[src/rtl/fetch_pkg.sv]
// Shared types and constants for the instruction fetch front end.
// The optional FETCH_PERF_CNT_EN macro is consumed by inst_fetch_unit.
package fetch_pkg;

    typedef enum logic [1:0] {
        IDLE,
        REQ,
        RESP,
        DROP
    } fetch_state_e;

    localparam int unsigned PC_STEP = 4;

    // Entry layout for the default 32-bit configuration; the FIFO takes the
    // entry type as a parameter so wider/narrower builds stay consistent.
    typedef struct packed {
        logic [31:0] inst;
        logic [31:0] pc;
    } fifo_entry_t;

endpackage

[src/rtl/fetch_fifo.sv]
// Prefetch FIFO: synchronous push/pop/flush, head presented combinationally
// from the storage registers and forced to zero while empty.
module fetch_fifo
    import fetch_pkg::*;
#(
    parameter int unsigned DEPTH   = 4,
    parameter type         entry_t = fifo_entry_t,
    localparam int unsigned PW     = $clog2(DEPTH),
    localparam int unsigned CW     = PW + 1
) (
    input  logic          clk,
    input  logic          rst,
    input  logic          push,
    input  entry_t        push_data,
    input  logic          pop,
    input  logic          flush,
    output entry_t        head,
    output logic [CW-1:0] count
);

    entry_t          mem [DEPTH];
    logic [PW-1:0]   wr_ptr;
    logic [PW-1:0]   rd_ptr;
    logic            do_push;
    logic            do_pop;

    assign do_push = push && (count < CW'(DEPTH)) && !flush;
    assign do_pop  = pop && (count != '0) && !flush;
    assign head    = (count != '0) ? mem[rd_ptr] : '0;

    // Storage write; contents need no reset because head is gated by count.
    always_ff @(posedge clk) begin
        if (do_push) begin
            mem[wr_ptr] <= push_data;
        end
    end

    // Pointer and occupancy tracking; flush empties the queue in one cycle.
    always_ff @(posedge clk or negedge rst) begin
        if (!rst) begin
            wr_ptr <= '0;
            rd_ptr <= '0;
            count  <= '0;
        end else if (flush) begin
            wr_ptr <= '0;
            rd_ptr <= '0;
            count  <= '0;
        end else begin
            if (do_push) begin
                wr_ptr <= wr_ptr + PW'(1);
            end
            if (do_pop) begin
                rd_ptr <= rd_ptr + PW'(1);
            end
            count <= count + CW'(do_push) - CW'(do_pop);
        end
    end

endmodule

[src/rtl/inst_fetch_unit.sv]
// Instruction fetch unit: owns the fetch PC, issues one-outstanding word
// fetches over req/gnt/rvalid and buffers results for decode.
// Optional: define FETCH_PERF_CNT_EN to add the stall_cnt output.
module inst_fetch_unit
    import fetch_pkg::*;
#(
    parameter int unsigned        ADDR_W   = 32,
    parameter int unsigned        INST_W   = 32,
    parameter int unsigned        DEPTH    = 4,
    parameter logic [ADDR_W-1:0]  RESET_PC = '0
) (
    input  logic              clk,
    input  logic              rst,
    output logic              imem_req,
    output logic [ADDR_W-1:0] imem_addr,
    input  logic              imem_gnt,
    input  logic              imem_rvalid,
    input  logic [INST_W-1:0] imem_rdata,
    input  logic              redirect_valid,
    input  logic [ADDR_W-1:0] redirect_pc,
    output logic              inst_valid,
    output logic [INST_W-1:0] inst,
    output logic [ADDR_W-1:0] inst_pc,
    input  logic              inst_ready
`ifdef FETCH_PERF_CNT_EN
    ,
    output logic [31:0]       stall_cnt
`endif
);

    localparam int unsigned CW = $clog2(DEPTH) + 1;

    typedef struct packed {
        logic [INST_W-1:0] inst;
        logic [ADDR_W-1:0] pc;
    } entry_t;

    fetch_state_e      state, state_nxt;
    logic [ADDR_W-1:0] fetch_pc, fetch_pc_nxt;
    logic [ADDR_W-1:0] req_pc;
    logic [CW-1:0]     count;
    logic              push;
    logic              pop_eff;
    entry_t            push_data;
    entry_t            head;

    assign imem_addr  = fetch_pc;
    assign inst_valid = (count != '0);
    assign inst       = head.inst;
    assign inst_pc    = head.pc;
    assign pop_eff    = inst_valid && inst_ready && !redirect_valid;
    assign push       = (state == RESP) && imem_rvalid && !redirect_valid;
    assign push_data  = '{inst: imem_rdata, pc: req_pc};

    fetch_fifo #(
        .DEPTH   (DEPTH),
        .entry_t (entry_t)
    ) u_fifo (
        .clk       (clk),
        .rst       (rst),
        .push      (push),
        .push_data (push_data),
        .pop       (pop_eff),
        .flush     (redirect_val_q_unused_guard()),
        .head      (head),
        .count     (count)
    );

    function automatic logic redirect_val_q_unused_guard();
        return redirect_valid;
    endfunction

    // State, fetch PC and in-flight request PC registers.
    always_ff @(posedge clk or negedge rst) begin
        if (!rst) begin
            state    <= IDLE;
            fetch_pc <= RESET_PC;
            req_pc   <= '0;
        end else begin
            state    <= state_nxt;
            fetch_pc <= fetch_pc_nxt;
            if ((state == REQ) && imem_gnt) begin
                req_pc <= fetch_pc;
            end
        end
    end

    // Next-state and PC selection; a redirect overrides the normal flow and
    // retargets fetch_pc, choosing DROP whenever a response is still owed.
    always_comb begin
        state_nxt    = state;
        fetch_pc_nxt = fetch_pc;
        imem_req     = 1'b0;
        case (state)
            IDLE: begin
                if (count < CW'(DEPTH)) begin
                    state_nxt = REQ;
                end
            end
            REQ: begin
                imem_req = 1'b1;
                if (imem_gnt) begin
                    fetch_pc_nxt = fetch_pc + ADDR_W'(PC_STEP);
                    state_nxt    = RESP;
                end
            end
            RESP: begin
                if (imem_rvalid) begin
                    state_nxt = ((count + CW'(1) - CW'(pop_eff)) < CW'(DEPTH)) ? REQ : IDLE;
                end
            end
            DROP: begin
                if (imem_rvalid) begin
                    state_nxt = REQ;
                end
            end
            default: state_nxt = IDLE;
        endcase

        if (redirect_valid) begin
            fetch_pc_nxt = redirect_pc & ~ADDR_W'(3);
            case (state)
                IDLE:    state_nxt = REQ;
                REQ:     state_nxt = imem_gnt ? DROP : REQ;
                RESP:    state_nxt = imem_rvalid ? REQ : DROP;
                DROP:    state_nxt = imem_rvalid ? REQ : DROP;
                default: state_nxt = REQ;
            endcase
        end
    end

`ifdef FETCH_PERF_CNT_EN
    // Counts cycles where decode is waiting on an empty buffer; saturates.
    always_ff @(posedge clk or negedge rst) begin
        if (!rst) begin
            stall_cnt <= '0;
        end else if (inst_ready && !inst_valid && !redirect_valid && (stall_cnt != '1)) begin
            stall_cnt <= stall_cnt + 32'd1;
        end
    end
`endif

endmodule
[config.mk]
export PLATFORM = sky130hd
export DESIGN_NAME = inst_fetch_unit
export DESIGN_NICKNAME = d
export VERILOG_FILES = /design/src/rtl/fetch_pkg.sv /design/src/rtl/fetch_fifo.sv /design/src/rtl/inst_fetch_unit.sv
export SDC_FILE = /design/constraint.sdc
export NUM_CORES = 1
export LEC_CHECK = 0
export ABC_AREA = 1
export ABC_CLOCK_PERIOD_IN_PS = 4800
export CAP_MARGIN = 20
export CORE_MARGIN = 3
export CORE_UTILIZATION = 45
export DETAILED_ROUTE_END_ITERATION = 7
export HOLD_SLACK_MARGIN = 0.02
export MAX_ROUTING_LAYER = met4
export PLACE_DENSITY = 0.67
export RECOVER_POWER = 25
export SYNTH_ARGS = -nofsm -noshare
export SYNTH_HDL_FRONTEND = slang
export SYNTH_SLANG_ARGS = --single-unit
[constraint.sdc]
create_clock -name clk -period 4.8 [get_ports clk]
set_clock_uncertainty 0.15 [all_clocks]
set_input_delay 0.96 -clock clk [delete_from_list [all_inputs] [get_ports clk]]
set_output_delay 0.96 -clock clk [all_outputs]
set_load 0.1 [all_outputs]
Word-level counts from Yosys, hierarchy flattened
Memory sizes are Yosys's and may differ from the RTL's.
Index checks and enable logic that the tools add are counted.
- add/sub/neg operators: 7
- order comparisons: 2
- equality and inequality tests: 7
- muxes and demuxes: 22
- reduce and logical (&&, ||, !) cells: 19
- operator list (cell ; number):
    two-way mux 32 bit ; 3
    two-way mux 64 bit ; 1
    adder 32 x 3 -> 32 bit, second input constant ; 1
    two-way mux 2 bit ; 11
    != test 3 bit, second input constant ; 4
    logical AND 1 bit ; 9
    one-hot mux 2 bit (4 select lines) ; 1
    nonzero test 2 bit ; 4
    less-than comparator 3 bit, second input constant ; 2
    one-hot mux 2 bit (3 select lines) ; 1
    subtractor 3 x 1 -> 3 bit ; 2
    adder 2 x 1 -> 2 bit, second input constant ; 2
    equality test 2 bit, second input constant ; 2
    two-way mux 1 bit ; 4
    AND reduction 4 bit ; 1
    adder 3 x 1 -> 3 bit ; 1
    adder 3 x 1 -> 3 bit, second input constant ; 1
    two-way mux 3 bit ; 1
    nonzero test 3 bit ; 1
    equality test 2 x 1 -> 1 bit, second input constant ; 1
    logical NOT 2 bit ; 1
    AND reduction 2 bit ; 1
    OR reduction 2 bit ; 1
    logical NOT 1 bit ; 1
- flip-flop bits (word level): 73
- RAM bits: 256
- input bits: 70
- output and inout port bits: 98
- logic and storage cells: 64
- memories kept: 1
- memories (name ; words ; width ; rd ports ; clocked after memory_dff ; wr ports ; RTL line ; text):
    u_fifo.mem ; 4 ; 64 ; 1 ; 0 ; 1 ; fetch_fifo.sv:21 ; entry_t mem [DEPTH];

Logic depth before layout (Yosys ltp)
Gate-level depths: netlist of the first run.
- word-level depth: 9
- mapped depth: 11
- gate-level depth less buffers: 11

Cells and area by module
Synthesis of the first run repeated with hierarchy kept, for this count alone.
- cell total of the unflattened synthesis: 1520
- area, all modules: 14654.1 um2
- modules (own cells, without submodules) (module ; times used ; cells an instance ; area an instance (um2) ; seq. area each (um2)):
    fetch_fifo ; 1 ; 1006 ; 11049.3 ; 7862.5
    inst_fetch_unit ; 1 ; 514 ; 3604.7 ; 1551.5

Worst setup path after synthesis of the first run
OpenSTA, ideal clock, no wires.
- path kind: input to register
- start: input redirect_valid
- end: memory u_fifo.mem[0][10] (netlist bit) (enable)
- setup time: 482 ps
- arrival: 4018 ps
- required time: 4168 ps
- slack: 150 ps
- stages: 4
- buffers on the path: 1
- cells stage by stage: buf_2 -> inv_2 -> nand4_1 -> nor2_1
- cells in the longest elaborated chain, start to end: 6
- RTL lines (what ; RTL line ; text):
    from (decl) ; inst_fetch_unit.sv:19 ; input logic redirect_valid,
    logical NOT 1 bit * ; fetch_fifo.sv:27, inst_fetch_unit.sv:52 ;
    logical AND 1 bit ; inst_fetch_unit.sv:52 ; assign push = (state == RESP) && imem_rvalid && !redirect_valid;
    logical AND 1 bit ; fetch_fifo.sv:27 ; assign do_push = push && (count < CW'(DEPTH)) && !flush;
    logical AND 1 bit * ; fetch_fifo.sv:27 ;
    two-way mux 1 bit * ; fetch_fifo.sv:33 ; if (do_push) begin
    two-way mux 1 bit (implied by the code) * ; fetch_fifo.sv:34 ; mem[wr_ptr] <= push_data;
    to (decl) ; fetch_fifo.sv:21 ;
Every way passes the cells marked *; elsewhere a longest branch is shown, timed or not.

Worst setup path in the final report of the first run
- start: register u_fifo.rd_ptr[0]
- end: output inst_pc[23]
- cells in the longest elaborated chain, start to end: 2
- RTL lines (what ; RTL line ; text):
    from (decl) ; fetch_fifo.sv:23 ; logic [PW-1:0] rd_ptr;
    from (signal assigned) ; fetch_fifo.sv:53 ; rd_ptr <= rd_ptr + PW'(1);
    memory (4 x 64 bit) ; - ;
    two-way mux 64 bit ; fetch_fifo.sv:29 ; assign head = (count != '0) ? mem[rd_ptr] : '0;
    to (decl) ; inst_fetch_unit.sv:23 ; output logic [ADDR_W-1:0] inst_pc,
No other way between the ends.

==> results of run 1 <==
synthesized netlist by cell type (all sizes together), types with 2 or more instances:
cell | instances | area share [%]
inv | 71 | 2.0
nand3 | 25 | 0.97
o211ai | 4 | 0.22
xnor2 | 2 | 0.13
nand2 | 220 | 6.3
ha | 7 | 0.65
clkbuf | 34 | 0.95
buf | 31 | 1.3
nand4 | 2 | 0.093
dfrtp | 69 | 13
nor2 | 312 | 9.0
o21ai | 179 | 6.7
xor2 | 6 | 0.39
edfxtp | 248 | 55
o21bai | 3 | 0.17
a21oi | 72 | 2.7
worst min-delay path by stage:
stage | endpoint | slack, ps | depth (start not counted)
floorplan | u_fifo.mem[0][10] | 330 | 0
global placement | u_fifo.mem[2][17] | 350 | 0
detailed placement | u_fifo.mem[0][7] | 350 | 0
CTS | imem_addr[29] | 330 | 2
global route | u_fifo.mem[2][23] | 390 | 0
finish | u_fifo.mem[0][7] | 370 | 0
final cells by class:
cell class                      count  area [µm²]
Fill cell                        2444       12400
Sequential cell                   317        9180
Tap cell                          384         480
Clock buffer                       48         975
Timing Repair Buffer              178        1980
Antenna cell                        1        2.50
Multi-Input combinational cell    841        3760
Clock inverter                     12        63.8
Inverter                           72         272
kinds of logic (layout without fill, tap and decap cells):
logic type,after synthesis,count (layout),share of synthesized area (%)
other,1,5,0.0278
adder cells (fa/ha/maj),8,8,0.799
AO/OA/AOI/OAI,259,259,9.78
flip-flops,317,317,68.1
buffers and inverters,137,310,4.25
AND/OR/NAND/NOR,562,562,16.5
XOR/XNOR,8,8,0.520
sequential cells by signal (all words and copies together), names as in the netlist:
| name | count |
|---|---|
| state | 2 |
| u_fifo.rd_ptr | 2 |
| u_fifo.count | 3 |
| imem_addr | 30 |
| u_fifo.mem | 248 |
| req_pc | 30 |
| u_fifo.wr_ptr | 2 |
metal layers:
layer | track usage (%) | vias to the layer above | wire, µm | part of all wire (%)
met5 | - | - | 0 | 0
met1 | 26.9 | 4556 | 14000 | 45
met2 | 31.8 | 273 | 14700 | 47
met4 | 5.52 | 0 | 616 | 2.0
li1 | - | 4650 | - | -
met3 | 3.83 | 45 | 2000 | 6.4
power breakdown:
part           internal (mW)  switching, mW  total, mW
sequential              3.31          0.327       3.64
combinational           1.04           3.21       4.25
clock                   1.42          0.998       2.41
critical path, delay by kind of cell (launching register included):
family | cells | cell delay [ps]
AOI/OAI and AO/OA | 2 | 580
buffers and inverters | 3 | 920
DFF | 1 | 710
==> results.env, run 1 <==
CTS_HOLD_BUF=0
DETAIL_ROUTE.DRC_VIOLATIONS=0
GLOBALPLACE.CONGESTION=0.911
TIMING.MAX_SLEW.REL_SLACK_PCT=-45.6
GRT_FIRST_PASS_WIRELENGTH_MM=48.9
CLK_PIN_SLEW_PS=60
CPPEAKSTAGEDELAY_PS=710
SETUP_VIOLATIONS=0
HOLD_PATH_CLASS='reg -> reg'
WORST_HOLD_SLACK_PS=368
SYN-CELL-AREA_UM2=13500
DETAIL_ROUTE.WL_PER_CELL_UM=16.9
ASYNC_RESET_FF_SHARE_PCT=21.8
TRITONCTS='yes'
SETUP.WORST_PATH.START='u_fifo.rd_ptr[0]'
CLOCK.FMAX_MHz=257
FINAL_NETS=1522
WORST_R2R_PATH_DEPTH=4
INITIAL_ANTENNA_VIOLATION_COUNT=1
DPL_WORST_SLACK_PS=1090
FAILING_CHECKS='max-capacitance violations, max-slew violations'
AVGSYNTHCELLAREA_UM2=10.4
ENDPOINT='inst_pc[23]'
POST_CTS.REPAIR.SETUP_BUFFERS=0
REPORT.FINAL.HOLD_VIOL_COUNT=0
NUMPORTBUFFERS=161
CRITICAL_PATH.MAX_FANOUT=68
CTS_ROOT_CELL='clkbuf_16'
POST_ROUTE_CELLS_DRIVE_ABOVE_1_SHARE_PCT=10.6
CTS_RESIZED=0
FIN_TNS_SETUP_PS=0
CRITICAL_PATH.ENDPOINT_TYPE='output pin'
SYNTHDISTINCTLIBCELLS=32
SETUP_WS_PS=912
LARGEST_BUFFER_COUNT_ON_ANY_CLOCK_PATH=3
VIAS_PER_CELL=5.14
REG2REG_FROM='state[0]'
HTREEDEPTH=2
REPORT.FINAL.SLEW_VIOL_COUNT=71
BOUNDARYPINS=168
WORST_SETUP_PATH_START_KIND='flop'
DP.CELLS=1792
GRT_SETUP_UNREPAIRED='false'
CRITICALPATHCATEGORY='reg -> out'
LAYOUT_COMMONEST_CELL='nor2_1'
LAYOUT.CORE_UTILIZATION_PCT=57.5
WORSTPATHARRIVAL_PS=2780
EDFF_COUNT_SYNTH=248
CELLPOWERDENSITY_nW_PER_UM2=616
FP.DIEW_UM=179
POSTLAYOUTCELLAREA_UM2=16700
HPWLAFTERDP_MM=19.0
START_UTIL_PCT=46.3
RATIO_OF_FINAL_MINIMUM_PERIOD_TO_CLOCK_PERIOD_PCT=81.0
DRT_ITER0_MARKERS=617
WORST-R2R-SETUP-SLACK_PS=2250
SYN_TO_FINAL_GROWTH_PCT=24.1
YS_SEQ_ELEMENTS=317
SYNTH_FLOP_CELL='edfxtp_1'
GRT_OVERFLOW=0
POWER_LEAKAGE_nW=6.31
CRIT_PATH_CELL_CHAIN='clkinv_2 -> buf_4 -> o21ai_0 -> a21oi_1 -> buf_12'
WORSTMARGINPINSLEW_PS=2180
DETAILED_PLACE.AREA_UM2=15700
POWER.TOTAL_mW=10.3
DETAIL-ROUTE-ANTENNA-NETS=0
REQUIRED_ARRIVAL_TIME_AT_THE_WORST_ENDPOINT_PS=3690
VIAS=9524
CTS_BUFFERS=34
CLK-INSERTION-DELAY-LATE_PS=500
PIN_COUNT_OF_THE_BIGGEST_NET_ENTERING_GLOBAL_ROUTING=69
VIA_COUNT_OF_THE_FIRST_GLOBAL_ROUTING_PASS=9378
CP_SLOWEST_CELL='dfrtp_4'
DIE_FOOTPRINT_UM2=32000
STATUS='complete, but fails checks'
YOSYSSEQAREASHARE_PCT=68.1
CORE_AREA_UM2=29100
MOSTFREQUENTLAYOUTCELLS='nor2_1 (299), edfxtp_1 (248), nand2_1 (212), o21ai_0 (178), clkdlybuf4s50_1 (98)'
FINAL_CELLS=1853
GROUTE.USAGE.OVERALL_PCT=20.1
PLACEMENTROWS=62
DIE_H_UM=179
YOSYS_WARNINGS=0
FINALCRITICALPERIOD_PS=3890
DETAIL_ROUTE.FIRST_PASS.ITERATIONS=5
ROUTED_WIRELENGTH_MM=31.3
WORSTREG2REGEND='u_fifo.mem[0][37]'
CTS_SINKS=317
MAX_CAP_VIOLATIONS=2
SYN_INST=1292
VDD_DROP_MAX_V=0.000373
MIN-DELAY-START='req_pc[7]'
Note: power is estimated with default switching activity, not from simulation.
==> run 2: changes to the inputs <==
--- a/config.mk
+++ b/config.mk
@@ -6,14 +6,14 @@
 export NUM_CORES = 1
 export LEC_CHECK = 0
 export ABC_AREA = 1
-export ABC_CLOCK_PERIOD_IN_PS = 4800
+export ABC_CLOCK_PERIOD_IN_PS = 3200
 export CAP_MARGIN = 20
 export CORE_MARGIN = 3
 export CORE_UTILIZATION = 45
 export DETAILED_ROUTE_END_ITERATION = 7
 export HOLD_SLACK_MARGIN = 0.02
 export MAX_ROUTING_LAYER = met4
-export PLACE_DENSITY = 0.67
+export PLACE_DENSITY = 0.69
 export RECOVER_POWER = 25
 export SYNTH_ARGS = -nofsm -noshare
 export SYNTH_HDL_FRONTEND = slang
==> constraint.sdc (replaced) <==
create_clock -name clk -period 3.2 [get_ports clk]
set_clock_uncertainty 0.15 [all_clocks]
set_input_delay 0.64 -clock clk [delete_from_list [all_inputs] [get_ports clk]]
set_output_delay 0.64 -clock clk [all_outputs]
set_load 0.1 [all_outputs]
==> run 2 against run 1 <==
  * Worst setup slack worse by 910 ps
  * Global-route usage up 0.39 points
  * The flow finishes with violations (negative setup slack)
  * Non-clock buffer count up 11
  * Wire length up 2.3%
  * Sequential power up 49%
  * Critical path type unchanged
  * Utilization up 3.7 points
  * Flip-flop and latch count unchanged
==> results.env, run 2 (same netlist as run 1, synthesis figures left out) <==
STATUS='complete, but fails checks'
FAILING_CHECKS='negative setup slack'
CLK_PIN_SLEW_PS=60  # about the same
CORE_AREA_UM2=29100  # unchanged
CTS_SINKS=317  # unchanged
WORSTPATHARRIVAL_PS=2410  # -370 ps
POST_CTS.REPAIR.SETUP_BUFFERS=0  # unchanged
GLOBALPLACE.CONGESTION=0.884  # -3.0%
SETUP_VIOLATIONS=1  # +1
REPORT.FINAL.HOLD_VIOL_COUNT=0  # unchanged
HPWLAFTERDP_MM=19.9  # +4.8%
NUMPORTBUFFERS=161  # unchanged
MOSTFREQUENTLAYOUTCELLS='nor2_1 (299), edfxtp_1 (248), nand2_1 (212), o21ai_0 (142), buf_12 (70)'
MAX_FLOP_REGISTER='u_fifo.mem'
VIAS=9527  # +0.031%
VIA_COUNT_OF_THE_FIRST_GLOBAL_ROUTING_PASS=9486  # +1.2%
FINAL_NETS=1530  # +0.53%
CELLPOWERDENSITY_nW_PER_UM2=934  # +52%
REPORT.FINAL.SLEW_VIOL_COUNT=0  # -100%
RATIO_OF_FINAL_MINIMUM_PERIOD_TO_CLOCK_PERIOD_PCT=100
CRITICAL_PATH.ENDPOINT_TYPE='output pin'
BOUNDARYPINS=168  # unchanged
SETUP_WS_PS=-1.39  # -914 ps
CTS_BUFFERS=31  # -8.8%
CTS_ROOT_CELL='clkbuf_16'
WORST_SETUP_PATH_START_KIND='flop'
DETAIL_ROUTE.WL_PER_CELL_UM=17.2  # +1.8%
CRITICALPATHCATEGORY='reg -> out'
FP.DIEW_UM=179  # unchanged
GRT.MET1_USAGE_PCT=26.6  # -0.29 points
INITIAL_ANTENNA_VIOLATION_COUNT=2  # +1
GROUTE.USAGE.OVERALL_PCT=20.5  # +0.39 points
TRITONCTS='yes'
ROUTED_WIRELENGTH_MM=32.0  # +2.3%
CRITICAL_PATH.MAX_FANOUT=87  # +28%
DETAIL-ROUTE-ANTENNA-NETS=0  # unchanged
TIMING.MAX_SLEW.REL_SLACK_PCT=47.4  # +93 points
DRT_ITER0_MARKERS=705  # +14%
DIE_FOOTPRINT_UM2=32000  # unchanged
PIN_COUNT_OF_THE_BIGGEST_NET_ENTERING_GLOBAL_ROUTING=88  # +28%
GRT_USE_MET2_PCT=34.1  # +2.3 points
DETAIL_ROUTE.FIRST_PASS.ITERATIONS=6  # +1
POST_ROUTE_CELLS_DRIVE_ABOVE_1_SHARE_PCT=17.1  # +6.5 points
FINALCRITICALPERIOD_PS=3200
CLOCK.FMAX_MHz=312
GRT_SETUP_UNREPAIRED='true'
VIAS_PER_CELL=5.11  # -0.51%
GRT_MOST_USED_LAYER='met2'
LARGEST_BUFFER_COUNT_ON_ANY_CLOCK_PATH=3  # unchanged
DIE_H_UM=179  # unchanged
LAYOUT_COMMONEST_CELL='nor2_1'
LARGEST_REGISTER_FFS=248  # unchanged
LAYOUT.CORE_UTILIZATION_PCT=61.2  # +3.7 points
POWER_LEAKAGE_nW=6.57  # +4.2%
CPPEAKSTAGEDELAY_PS=570  # -140 ps
SYN_TO_FINAL_GROWTH_PCT=32.1
MAX_CAP_VIOLATIONS=0  # -2
DETAIL_ROUTE.DRC_VIOLATIONS=0  # unchanged
WORSTMARGINPINSLEW_PS=789  # -1390 ps
CP_SLOWEST_CELL='dfrtp_4'
CLK-INSERTION-DELAY-LATE_PS=550  # +50 ps
GRT_UTIL_MET3_PCT=2.90  # -0.93 points
DPL_WORST_SLACK_PS=420  # -670 ps
GRT_FIRST_PASS_WIRELENGTH_MM=50.0  # +2.3%
GRT_OVERFLOW=0  # unchanged
REQUIRED_ARRIVAL_TIME_AT_THE_WORST_ENDPOINT_PS=2410  # -1280 ps
HTREEDEPTH=1  # -1
START_UTIL_PCT=46.3  # unchanged
POWER.TOTAL_mW=16.6  # +61%
CRIT_PATH_CELL_CHAIN='clkinv_2 -> buf_16 -> o21ai_0 -> a21oi_4 -> buf_12'
HOLD_PATH_CLASS='reg -> reg'
PLACEMENTROWS=62  # unchanged
VDD_DROP_MAX_V=0.000594  # +59%
==> run 2: area by class of cell <==
type / count / area (µm²)
Fill cell: 2315 / 11300
Sequential cell: 317 / 9180
Multi-Input combinational cell: 841 / 4350
Timing Repair Buffer: 189 / 2520
Clock buffer: 42 / 847
Tap cell: 384 / 480
Inverter: 72 / 298
Clock inverter: 16 / 108
Antenna cell: 2 / 5.00
==> run 2: per-stage QoR <==
step	instances	instance area, µm²	TNS, ps	hold slack, ps
after floorplan	1295	14100	-14370	194
final	1863	17800	-1.39	368
after detailed placement	1801	16700	0	348
after global routing	1863	17800	-460	387
after global placement	1801	16700	0	345
after CTS	1861	17700	0	368
==> run 2: per-layer routing <==
metal / part of all wire, % / up-vias
met5: 0 / -
met4: 2.6 / 0
met3: 6.3 / 53
met2: 48 / 323
met1: 43 / 4484
li1: - / 4667
==> run 2: path summary, 6_finish.rpt <==
| check | start | cells after the start | end | slack (ps) |
|---|---|---|---|---|
| max | u_fifo.rd_ptr[0] | 5 | inst[16] | -1 |
| min | req_pc[7] | 0 | u_fifo.mem[0][7] | 370 |
| max reg2reg | u_fifo.count[1] | 11 | u_fifo.count[2] | 850 |
| min reg2reg | req_pc[7] | 0 | u_fifo.mem[0][7] | 370 |
| max in group asynchronous | rst | 3 | req_pc[4] | 1690 |
| min in group asynchronous | rst | 2 | imem_addr[29] | 540 |
==> run 2: worst max-delay path, delay by kind of cell, from the launching register on <==
kind,cells,cell delay (ps)
buf+inv,3,670
compound gates,2,520
flops,1,570
==> run 2: report_power, final <==
| group | switching (mW) | total, mW | internal, mW | leakage [nW] |
|---|---|---|---|---|
| registers | 0.451 | 5.42 | 4.97 | 3.10 |
| clock network | 1.48 | 3.41 | 1.93 | 0.469 |
| logic | 5.42 | 7.79 | 2.38 | 3.00 |
==> run 2: what timing repair did <==
item,CTS,global route
resized for setup,2,48
setup endpoints to repair,8,54
hold buffers,1,0
cloned,1,0
endpoints found under the hold margin,3,0
==> patch: new RTL, config.mk and constraints of run 1 <==
Change the parameter `INST_W` from 32 to 36.
--- a/src/rtl/inst_fetch_unit.sv
+++ b/src/rtl/inst_fetch_unit.sv
@@ -7,3 +7,3 @@
     parameter int unsigned        ADDR_W   = 32,
-    parameter int unsigned        INST_W   = 32,
+    parameter int unsigned        INST_W   = 36,
     parameter int unsigned        DEPTH    = 4,
Ports: changed (resized imem_rdata and inst); port bits go from 168 to 176. No check against the original RTL was run, so the function may have changed too.
==> patch against run 1 <==
- die area rose by 4.4%
- wire length rose by 4.6%
- register-to-register slack improved by 0.30 ns
- critical path depth rose by 1
- synthesized cell count rose by 3.7%
- total power rose by 9.2%
- combinational power rose by 12%
- setup slack improved by 0.17 ns
- final cell count rose by 3.5%
- hold slack improved by 0.0034 ns
- cell area rose by 2.5%
- sequential cell count rose by 16
- clock power rose by 12%
- area after synthesis rose by 4.6%
- largest cell class unchanged
==> patch: results (changes against run 1) <==
- Vias in the first global route: 9617 (+2.5%)
- R2R depth: 11 (+7)
- Hold Slack: 0.3713 ns (+0.003382 ns)
- Number of fill cells in the layout: 2645 (+8.2%)
- Startpoint of the worst hold path: req_pc[9]$_DFFE_PN0P_
- Reg-to-reg startpoint: u_fifo.count[1]$_DFF_PN0_
- Avg WL per Cell: 17.07 um (+1.1%)
- Via count: 9906 (+4.0%)
- Worst rel slew slack: 33.90% (+79 points)
- Final GP Congestion: 0.8946 (-1.8%)
- Global-route wire length before repair: 50.76 mm (+3.8%)
- IO Port Bufs: 169 (+5.0%)
- Synth top cells by count: nor2_1 (327), edfxtp_1 (264), nand2_1 (210), o21ai_0 (183), a21oi_1 (77)
- Leakage: 0.006506 uW (+3.1%)
- DRC marker count from the first detailed-route iteration: 908 (+47%)
- R2r setup slk: 2.55 ns (+0.30 ns)
- Post-layout util: 55.75% (-1.7 points)
- Crit path max fanout: 86 (+26%)
- Post-place instance area: 0.01596 mm^2 (+1.8%)
- Register area share after synthesis: 68.53% (+0.42 points)
- Mean post-synth cell area: 10.51 um^2 (+0.84%)
- Share of synthesized registers carrying an async set or reset: 20.72% (-1.0 points)
- Share of cells above drive strength 1: 10.26% (-0.30 points)
- Max reg flops: 264 (+6.5%)
- Peak VDD IR: 0.0004176 V (+12%)
- Pin count of the biggest net entering global routing: 87 (+26%)
- Outcome: complete, no violations
- Post-Synth Adder-Cell Area: 0.7638% (-0.035 points)
- Top cells by area, synth: edfxtp_1 (56%), dfrtp_1 (12%), nor2_1 (8.7%)
- Hpwl dp: 19.05 mm (+0.32%)
- Data arrival time of the critical path: 2.61 ns (-0.17 ns)
- Fin cells: 1918 (+3.5%)
- Post-synth EDFFs: 264 (+6.5%)
- Post-synth cell types: 25 (-22%)
- FF-to-FF End: u_fifo.count[2]$_DFF_PN0_
[patch: worst max path at each step]
| stage | start | to | slack, ns | cells after the start |
|---|---|---|---|---|
| 2_1_floorplan | redirect_valid | u_fifo.mem[0][10]$_DFFE_PP_ | -0.13 | 6 |
| 3_5_place_dp | redirect_valid | u_fifo.mem[3][39]$_DFFE_PP_ | 1.41 | 7 |
| 6_report | u_fifo.rd_ptr[0]$_DFFE_PN0P_ | inst_pc[10] | 1.08 | 6 |
| 4_1_cts | u_fifo.rd_ptr[0]$_DFFE_PN0P_ | inst_pc[10] | 1.01 | 6 |
| 5_1_grt | u_fifo.rd_ptr[0]$_DFFE_PN0P_ | inst[34] | 0.87 | 6 |
| 3_3_place_gp | redirect_valid | u_fifo.mem[2][39]$_DFFE_PP_ | 1.48 | 7 |
[patch: kinds of logic after synthesis]
logic type	after synthesis
compound gates	275
buf+inv	144
flops	333
xor+xnor	10
other cells	1
fa+ha+maj	8
simple gates	569
[patch: routing by layer]
metal  vias to the layer above  wire length [um]  track usage [%]
li1                       4821                 -                -
met1                      4712             14520            26.83
met2                       328             15380            31.93
met3                        45              2243            3.312
met4                         0               601            4.723
met5                         -                 0                -
[patch: critical path: stages (launching register included)]
cell,delay (ns)
dfrtp_4,0.43
buf_4,0.71
nor2_1,0.12
nor2_1,0.12
o21ai_0,0.10
a21oi_1,0.23
buf_4,0.34
[patch: layout make-up]
cell class / count / area share (%)
repair buffers: 183 / 9.853
diodes: 2 / 0.02919
flip-flops and latches: 333 / 56.35
inverters: 75 / 1.650
well taps: 396 / 2.890
clock inverters: 13 / 0.9634
multi-input cells: 866 / 22.39
clock buffers: 50 / 5.883
[patch: power by group]
part	switching, uW	internal [uW]	total, uW
clock	1030	1680	2710
combinational	3880	899	4780
sequential	287	3470	3760
